===== src/rtl/fir_channel_scheduler_pkg.sv =====
// Shared types and defaults for the FIR channel scheduler.
package fir_sched_pkg;

  localparam int unsigned DEF_N_CH           = 4;
  localparam int unsigned DEF_DATA_W         = 8;
  localparam int unsigned DEF_RES_W          = 20;
  localparam int unsigned DEF_TIMEOUT_CYCLES = 256;

  typedef enum logic [1:0] {
    IDLE  = 2'd0,
    ISSUE = 2'd1,
    WAIT  = 2'd2,
    DRAIN = 2'd3
  } sched_state_e;

  function automatic int unsigned ch_width(input int unsigned n_ch);
    return (n_ch > 1) ? $clog2(n_ch) : 1;
  endfunction

endpackage


===== src/rtl/fir_channel_scheduler_arb.sv =====
// Combinational round-robin picker: first set bit of pending_i at or above rr_ptr_i, with wrap.
module fir_rr_arbiter
  import fir_sched_pkg::*;
#(
  parameter int unsigned N_CH = DEF_N_CH,
  parameter int unsigned CH_W = ch_width(N_CH)
) (
  input  logic [N_CH-1:0] pending_i,
  input  logic [CH_W-1:0] rr_ptr_i,
  output logic            any_o,
  output logic [CH_W-1:0] grant_o
);

  logic [CH_W:0] idx;

  always_comb begin
    any_o   = 1'b0;
    grant_o = '0;
    idx     = '0;
    for (int unsigned i = 0; i < N_CH; i++) begin
      idx = {1'b0, rr_ptr_i} + (CH_W+1)'(i);
      if (idx >= (CH_W+1)'(N_CH)) begin
        idx = idx - (CH_W+1)'(N_CH);
      end
      if (!any_o && pending_i[idx[CH_W-1:0]]) begin
        any_o   = 1'b1;
        grant_o = idx[CH_W-1:0];
      end
    end
  end

endmodule


===== src/rtl/fir_channel_scheduler.sv =====
// Round-robin time-sharing of one FIR MAC engine across N_CH sample channels.
// Optional watchdog on the engine wait enabled by `define FIR_SCHED_TIMEOUT_EN.
module fir_channel_scheduler
  import fir_sched_pkg::*;
#(
  parameter  int unsigned N_CH           = DEF_N_CH,
  parameter  int unsigned DATA_W         = DEF_DATA_W,
  parameter  int unsigned RES_W          = DEF_RES_W,
  parameter  int unsigned TIMEOUT_CYCLES = DEF_TIMEOUT_CYCLES,
  localparam int unsigned CH_W           = ch_width(N_CH)
) (
  input  logic                     clk,
  input  logic                     rst,
  input  logic [N_CH-1:0]          in_valid,
  input  logic [N_CH*DATA_W-1:0]   in_data,
  output logic [N_CH-1:0]          in_ready,
  output logic                     eng_start,
  output logic [CH_W-1:0]          eng_ch,
  output logic [DATA_W-1:0]        eng_data,
  input  logic                     eng_done,
  input  logic [RES_W-1:0]         eng_result,
  output logic                     out_valid,
  output logic [CH_W-1:0]          out_ch,
  output logic [RES_W-1:0]         out_data,
  input  logic                     out_ready,
  output logic                     err
);

  sched_state_e                   state_q, state_d;
  logic [N_CH-1:0]                pending_q, pending_d, accept;
  logic [N_CH-1:0][DATA_W-1:0]    hold_q, hold_d;
  logic [CH_W-1:0]                rr_ptr_q, rr_ptr_d, grant_q;
  logic [DATA_W-1:0]              eng_data_q;
  logic [CH_W-1:0]                out_ch_q;
  logic [RES_W-1:0]               out_data_q;
  logic                           arb_any;
  logic [CH_W-1:0]                arb_grant;
  logic                           tmo_hit;
  logic                           job_end;

  fir_rr_arbiter #(
    .N_CH (N_CH),
    .CH_W (CH_W)
  ) u_arb (
    .pending_i (pending_q),
    .rr_ptr_i  (rr_ptr_q),
    .any_o     (arb_any),
    .grant_o   (arb_grant)
  );

  assign accept = in_valid & ~pending_q;

  for (genvar g = 0; g < N_CH; g++) begin : g_hold
    assign hold_d[g] = accept[g] ? in_data[g*DATA_W +: DATA_W] : hold_q[g];
  end

  always_ff @(posedge clk) begin
    hold_q <= hold_d;
  end

  always_ff @(posedge clk) begin
    if (rst) begin
      state_q <= IDLE;
    end else begin
      state_q <= state_d;
    end
  end

  // eng_done wins over a same-cycle timeout so a late result is never lost
  always_comb begin
    state_d = state_q;
    case (state_q)
      IDLE:    if (arb_any) state_d = ISSUE;
      ISSUE:   state_d = WAIT;
      WAIT:    if (eng_done) state_d = DRAIN;
               else if (tmo_hit) state_d = IDLE;
      DRAIN:   if (out_ready) state_d = IDLE;
      default: state_d = IDLE;
    endcase
  end

  always_comb begin
    eng_start = (state_q == ISSUE);
    out_valid = (state_q == DRAIN);
  end

  assign job_end = ((state_q == DRAIN) && out_ready) ||
                   ((state_q == WAIT) && !eng_done && tmo_hit);

  always_comb begin
    pending_d = pending_q | accept;
    if (state_q == ISSUE) begin
      pending_d[grant_q] = 1'b0;
    end
    rr_ptr_d = rr_ptr_q;
    if (job_end) begin
      rr_ptr_d = (grant_q == CH_W'(N_CH - 1)) ? '0 : grant_q + 1'b1;
    end
  end

  always_ff @(posedge clk) begin
    if (rst) begin
      pending_q  <= '0;
      rr_ptr_q   <= '0;
      grant_q    <= '0;
      eng_data_q <= '0;
      out_ch_q   <= '0;
      out_data_q <= '0;
    end else begin
      pending_q <= pending_d;
      rr_ptr_q  <= rr_ptr_d;
      if ((state_q == IDLE) && arb_any) begin
        grant_q    <= arb_grant;
        eng_data_q <= hold_q[arb_grant];
      end
      if ((state_q == WAIT) && eng_done) begin
        out_ch_q   <= grant_q;
        out_data_q <= eng_result;
      end
    end
  end

  assign in_ready = ~pending_q;
  assign eng_ch   = grant_q;
  assign eng_data = eng_data_q;
  assign out_ch   = out_ch_q;
  assign out_data = out_data_q;

`ifdef FIR_SCHED_TIMEOUT_EN
  localparam int unsigned TMO_W = $clog2(TIMEOUT_CYCLES + 1);

  logic [TMO_W-1:0] tmo_q;
  logic             err_q;

  // counter sits at zero outside WAIT, so it is always fresh on entry
  always_ff @(posedge clk) begin
    if (rst) begin
      tmo_q <= '0;
      err_q <= 1'b0;
    end else begin
      tmo_q <= (state_q == WAIT) ? tmo_q + 1'b1 : '0;
      if ((state_q == WAIT) && !eng_done && tmo_hit) begin
        err_q <= 1'b1;
      end
    end
  end

  assign tmo_hit = (state_q == WAIT) && (tmo_q == TMO_W'(TIMEOUT_CYCLES - 1));
  assign err     = err_q;
`else
  logic [31:0] unused_tmo;

  assign unused_tmo = 32'(TIMEOUT_CYCLES);
  assign tmo_hit    = 1'b0;
  assign err        = 1'b0;
`endif

endmodule


===== config.mk =====
export PLATFORM = sky130hd
export DESIGN_NAME = fir_channel_scheduler
export DESIGN_NICKNAME = d
export VERILOG_FILES = /design/src/rtl/fir_channel_scheduler_pkg.sv /design/src/rtl/fir_channel_scheduler_arb.sv /design/src/rtl/fir_channel_scheduler.sv
export SDC_FILE = /design/constraint.sdc
export NUM_CORES = 1
export LEC_CHECK = 0
export CAP_MARGIN = 5
export CELL_PAD_IN_SITES_DETAIL_PLACEMENT = 0
export CELL_PAD_IN_SITES_GLOBAL_PLACEMENT = 1
export CORE_MARGIN = 5
export CORE_UTILIZATION = 32
export CTS_CLUSTER_DIAMETER = 120
export CTS_CLUSTER_SIZE = 25
export DETAILED_ROUTE_END_ITERATION = 10
export PLACE_DENSITY = 0.75
export SYNTH_ARGS = -nofsm -noshare
export SYNTH_HDL_FRONTEND = slang
export SYNTH_SLANG_ARGS = --single-unit

===== constraint.sdc =====
create_clock -name clk -period 1.7 [get_ports clk]
set_clock_uncertainty 0.15 [all_clocks]
set_input_delay 0.425 -clock clk [delete_from_list [all_inputs] [get_ports clk]]
set_output_delay 0.425 -clock clk [all_outputs]
set_load 0.02 [all_outputs]

==> impl_metrics.py <==
metrics = {
    "status": {
        "status": "complete, but fails checks",
        "violations": "negative setup slack",
    },
    "clock_tree": {
        "cts.sinks": 72,
        "ctsRootBufferMaster": "clkbuf_8",
        "cts_buffers": 9,
        "htree_num_levels": 3,
        "clockBufferDepth": 2,
        "cts_tree": "done",
        "cts_hold_buffers": 0,
        "path_clk_slew_ns": 0.09,
        "insertion_delay_ns": 0.35,
    },
    "global_route": {
        "grt_max_degree": 23,
        "grt_pass1_vias": 2849,
        "grt_busiest_layer": "met2",
        "antenna_found_initial": 0,
        "groute.usage.overall": 0.157,
        "met2_usage": 0.273,
        "met3_usage": 0.0299,
        "grt_pass1_wl_mm": 14.3,
        "use_met1": 0.194,
        "overflow": 0,
    },
    "critical_path": {
        "start_kind": "register",
        "crit_chain": "or2_4, o31ai_4, buf_12, and3b_1, o32ai_4, a21oi_2",
        "arrival_ns": 1.88,
        "critPathMaxFanout": 21,
        "cp_slowest_cell": "dfxtp_2",
        "worst-endpoint-required_ns": 1.84,
        "critPathMaxStageDelay_ns": 0.34,
        "path_class": "register to register",
        "crit_path_end_kind": "register",
    },
    "die": {
        "fp.dieW_um": 110,
        "io_pins": 99,
        "rows": 36,
        "coreArea_um2": 9770,
        "die_h_um": 110,
        "dieArea_um2": 12100,
        "initial_core_util": 0.327,
    },
    "pwr": {
        "sw_frac_of_total": 0.342,
        "p_leak_nw": 2.04,
        "clockPowerShare": 0.234,
        "peakVddDrop_mv": 0.584,
        "combPwrFrac": 0.402,
        "power_mw": 6.05,
        "p_per_area_nw_per_um2": 1190,
        "p_int_mw": 3.98,
        "p_seq_frac": 0.364,
        "p_sw_mw": 2.07,
    },
    "layout": {
        "finish.instance_area_um2": 5060,
        "nFillCells": 909,
        "diodes": 0,
        "final_cells": 569,
        "utilization": 0.518,
        "final_layout_size_suffix_gt1_frac": 0.271,
        "syn_to_final_growth_pct": 58.5,
        "final_nets": 500,
    },
    "timing": {
        "drv_slew": 0,
        "fin_crit_ns": 1.74,
        "fmax_mhz": 574,
        "setup_violations": 6,
        "timing_hold_violations_final": 0,
        "worst_slack_ns": -0.0425,
        "grt_setup_unrepaired": "true",
        "fin_crit_sh": 1.03,
    },
    "synthesis": {
        "ys.flop_type": "dfxtp_1",
        "ys_seq_area_frac": 0.551,
        "synth.net_count": 366,
        "yosysWarnings": 0,
        "synth_cell_type_count": 46,
        "avgSynthCellArea_um2": 10.8,
        "ys_ff_latch": 72,
        "syn_inst": 297,
        "synth-async-reset-ratio": 0,
        "synth_edf_count": 32,
        "synth_area_um2": 3200,
    },
    "detailed_routing": {
        "drc": 0,
        "wl_per_cell_um": 16.2,
        "wl_mm": 9.19,
        "ant_nets": 0,
        "num_vias": 2681,
        "dr.pass1.iters": 4,
        "drt_iter0_drc": 134,
        "via_per_inst": 4.71,
    },
    "placed_design": {
        "place_hpwl_mm": 6.09,
        "dp_cells": 542,
        "place_congestion": 0.757,
        "postPlaceCellArea_um2": 4500,
        "port_buffers": 97,
    },
    "job": {
        "max_cap_viol_count": 0,
    },
    "hold_path": {
        "hold_path.class": "register to register",
    },
}
state kept, by name, indices dropped and copies added, names as in the netlist:
name and cells:
hold_q 32, out_data 20, eng_data 8, pending_q 4, eng_ch 2, out_ch 2
rr_ptr_q 2, state_q 2
per-layer routing:
metal	wire, µm	part of all wire
met5	0	0
met4	115	0.013
met3	259	0.028
met2	4790	0.52
met1	4030	0.44
cell type report:
cell class | instances | area (µm²) | share of cell area
multi-input cells | 197 | 1450 | 0.287
repair buffers | 141 | 1420 | 0.281
well taps | 133 | 166 | 0.0329
inverters | 10 | 45.0 | 0.00890
flip-flops and latches | 72 | 1780 | 0.351
clock inverters | 7 | 77.6 | 0.0153
clock buffers | 9 | 124 | 0.0245
cell families after synthesis:
| kind of cell | share of synthesized area |
|---|---|
| and+or+nand+nor | 0.181 |
| DFF | 0.551 |
| AOI/OAI and AO/OA | 0.162 |
| other | 0.00117 |
| muxes | 0.00940 |
| adders and majority gates | 0.0352 |
| buffers and inverters | 0.0599 |
cells in the mapped netlist, drive strengths merged, types with 3 or more instances:
cell type	instances	area [µm²]
and2	9	56.3
ha	9	113
nor2	13	48.8
o21ai	8	55.0
and3	14	90.1
nor2b	3	18.8
clkbuf	10	71.3
o32ai	7	61.3
nor3	3	26.3
buf	8	82.6
edfxtp	32	961
mux2i	3	30.0
a21boi	14	116
dfxtp	40	801
a211oi	5	37.5
nand2	49	184
nand2b	4	27.5
and3b	7	61.3
a21oi	34	174
inv	10	37.5
power by group through the flow:
stage          clock network [mW]  registers, mW  logic, mW
2_1_floorplan                   0           2.34      0.991
3_3_place_gp                    0           2.19       2.08
3_5_place_dp                    0           2.20       2.12
4_1_cts                      1.44           2.17       2.31
5_1_grt                      1.53           2.23       2.65
6_report                     1.41           2.20       2.43
placed cells by master (no fill, tap or decap), drive strengths merged, types with 13 or more instances in the layout:
master         netlist  final
and3                14     14
nand2               49     49
a21boi              14     14
nor2                13     13
buf                  8     49
clkdlybuf4s50        0     58
a21oi               34     34
edfxtp              32     32
dlygate4sd2          0     31
dfxtp               40     40
inv                 10     13
stage by stage:
stage / hold WS (ns) / setup WS, ns / setup TNS [ns]
6_report: 0.302 / -0.0425 / -0.0865
5_1_grt: 0.313 / -0.111 / -0.846
2_1_floorplan: 0.334 / 0.0628 / 0
3_5_place_dp: 0.296 / -0.256 / -2.92
4_1_cts: 0.294 / -0.0323 / -0.157
3_3_place_gp: 0.292 / -0.230 / -2.04
worst max-delay path, delay by kind of cell (launching register included):
family	cells	cell delay (ns)
compound gates	3	0.45
flops	1	0.34
simple gates	2	0.53
buf+inv	1	0.19
repair_timing:
item,4_1_cts,5_1_grt
pin swaps,26,24
setup endpoints to repair,48,15
resized for setup,94,25
buffers inserted,4,4
gates cloned,5,0
path summary, 6_finish.rpt:
path	cells past startpoint	slack (ns)	to	start
worst max-delay path	6	-0.04	eng_data[3]	pending_q[1]
worst min-delay path	2	0.30	out_data[19]	out_data[19]
worst max register to register	6	-0.04	eng_data[3]	pending_q[1]
worst min register to register	2	0.30	out_data[19]	out_data[19]
No activity file was read; power rests on OpenSTA's default activity.
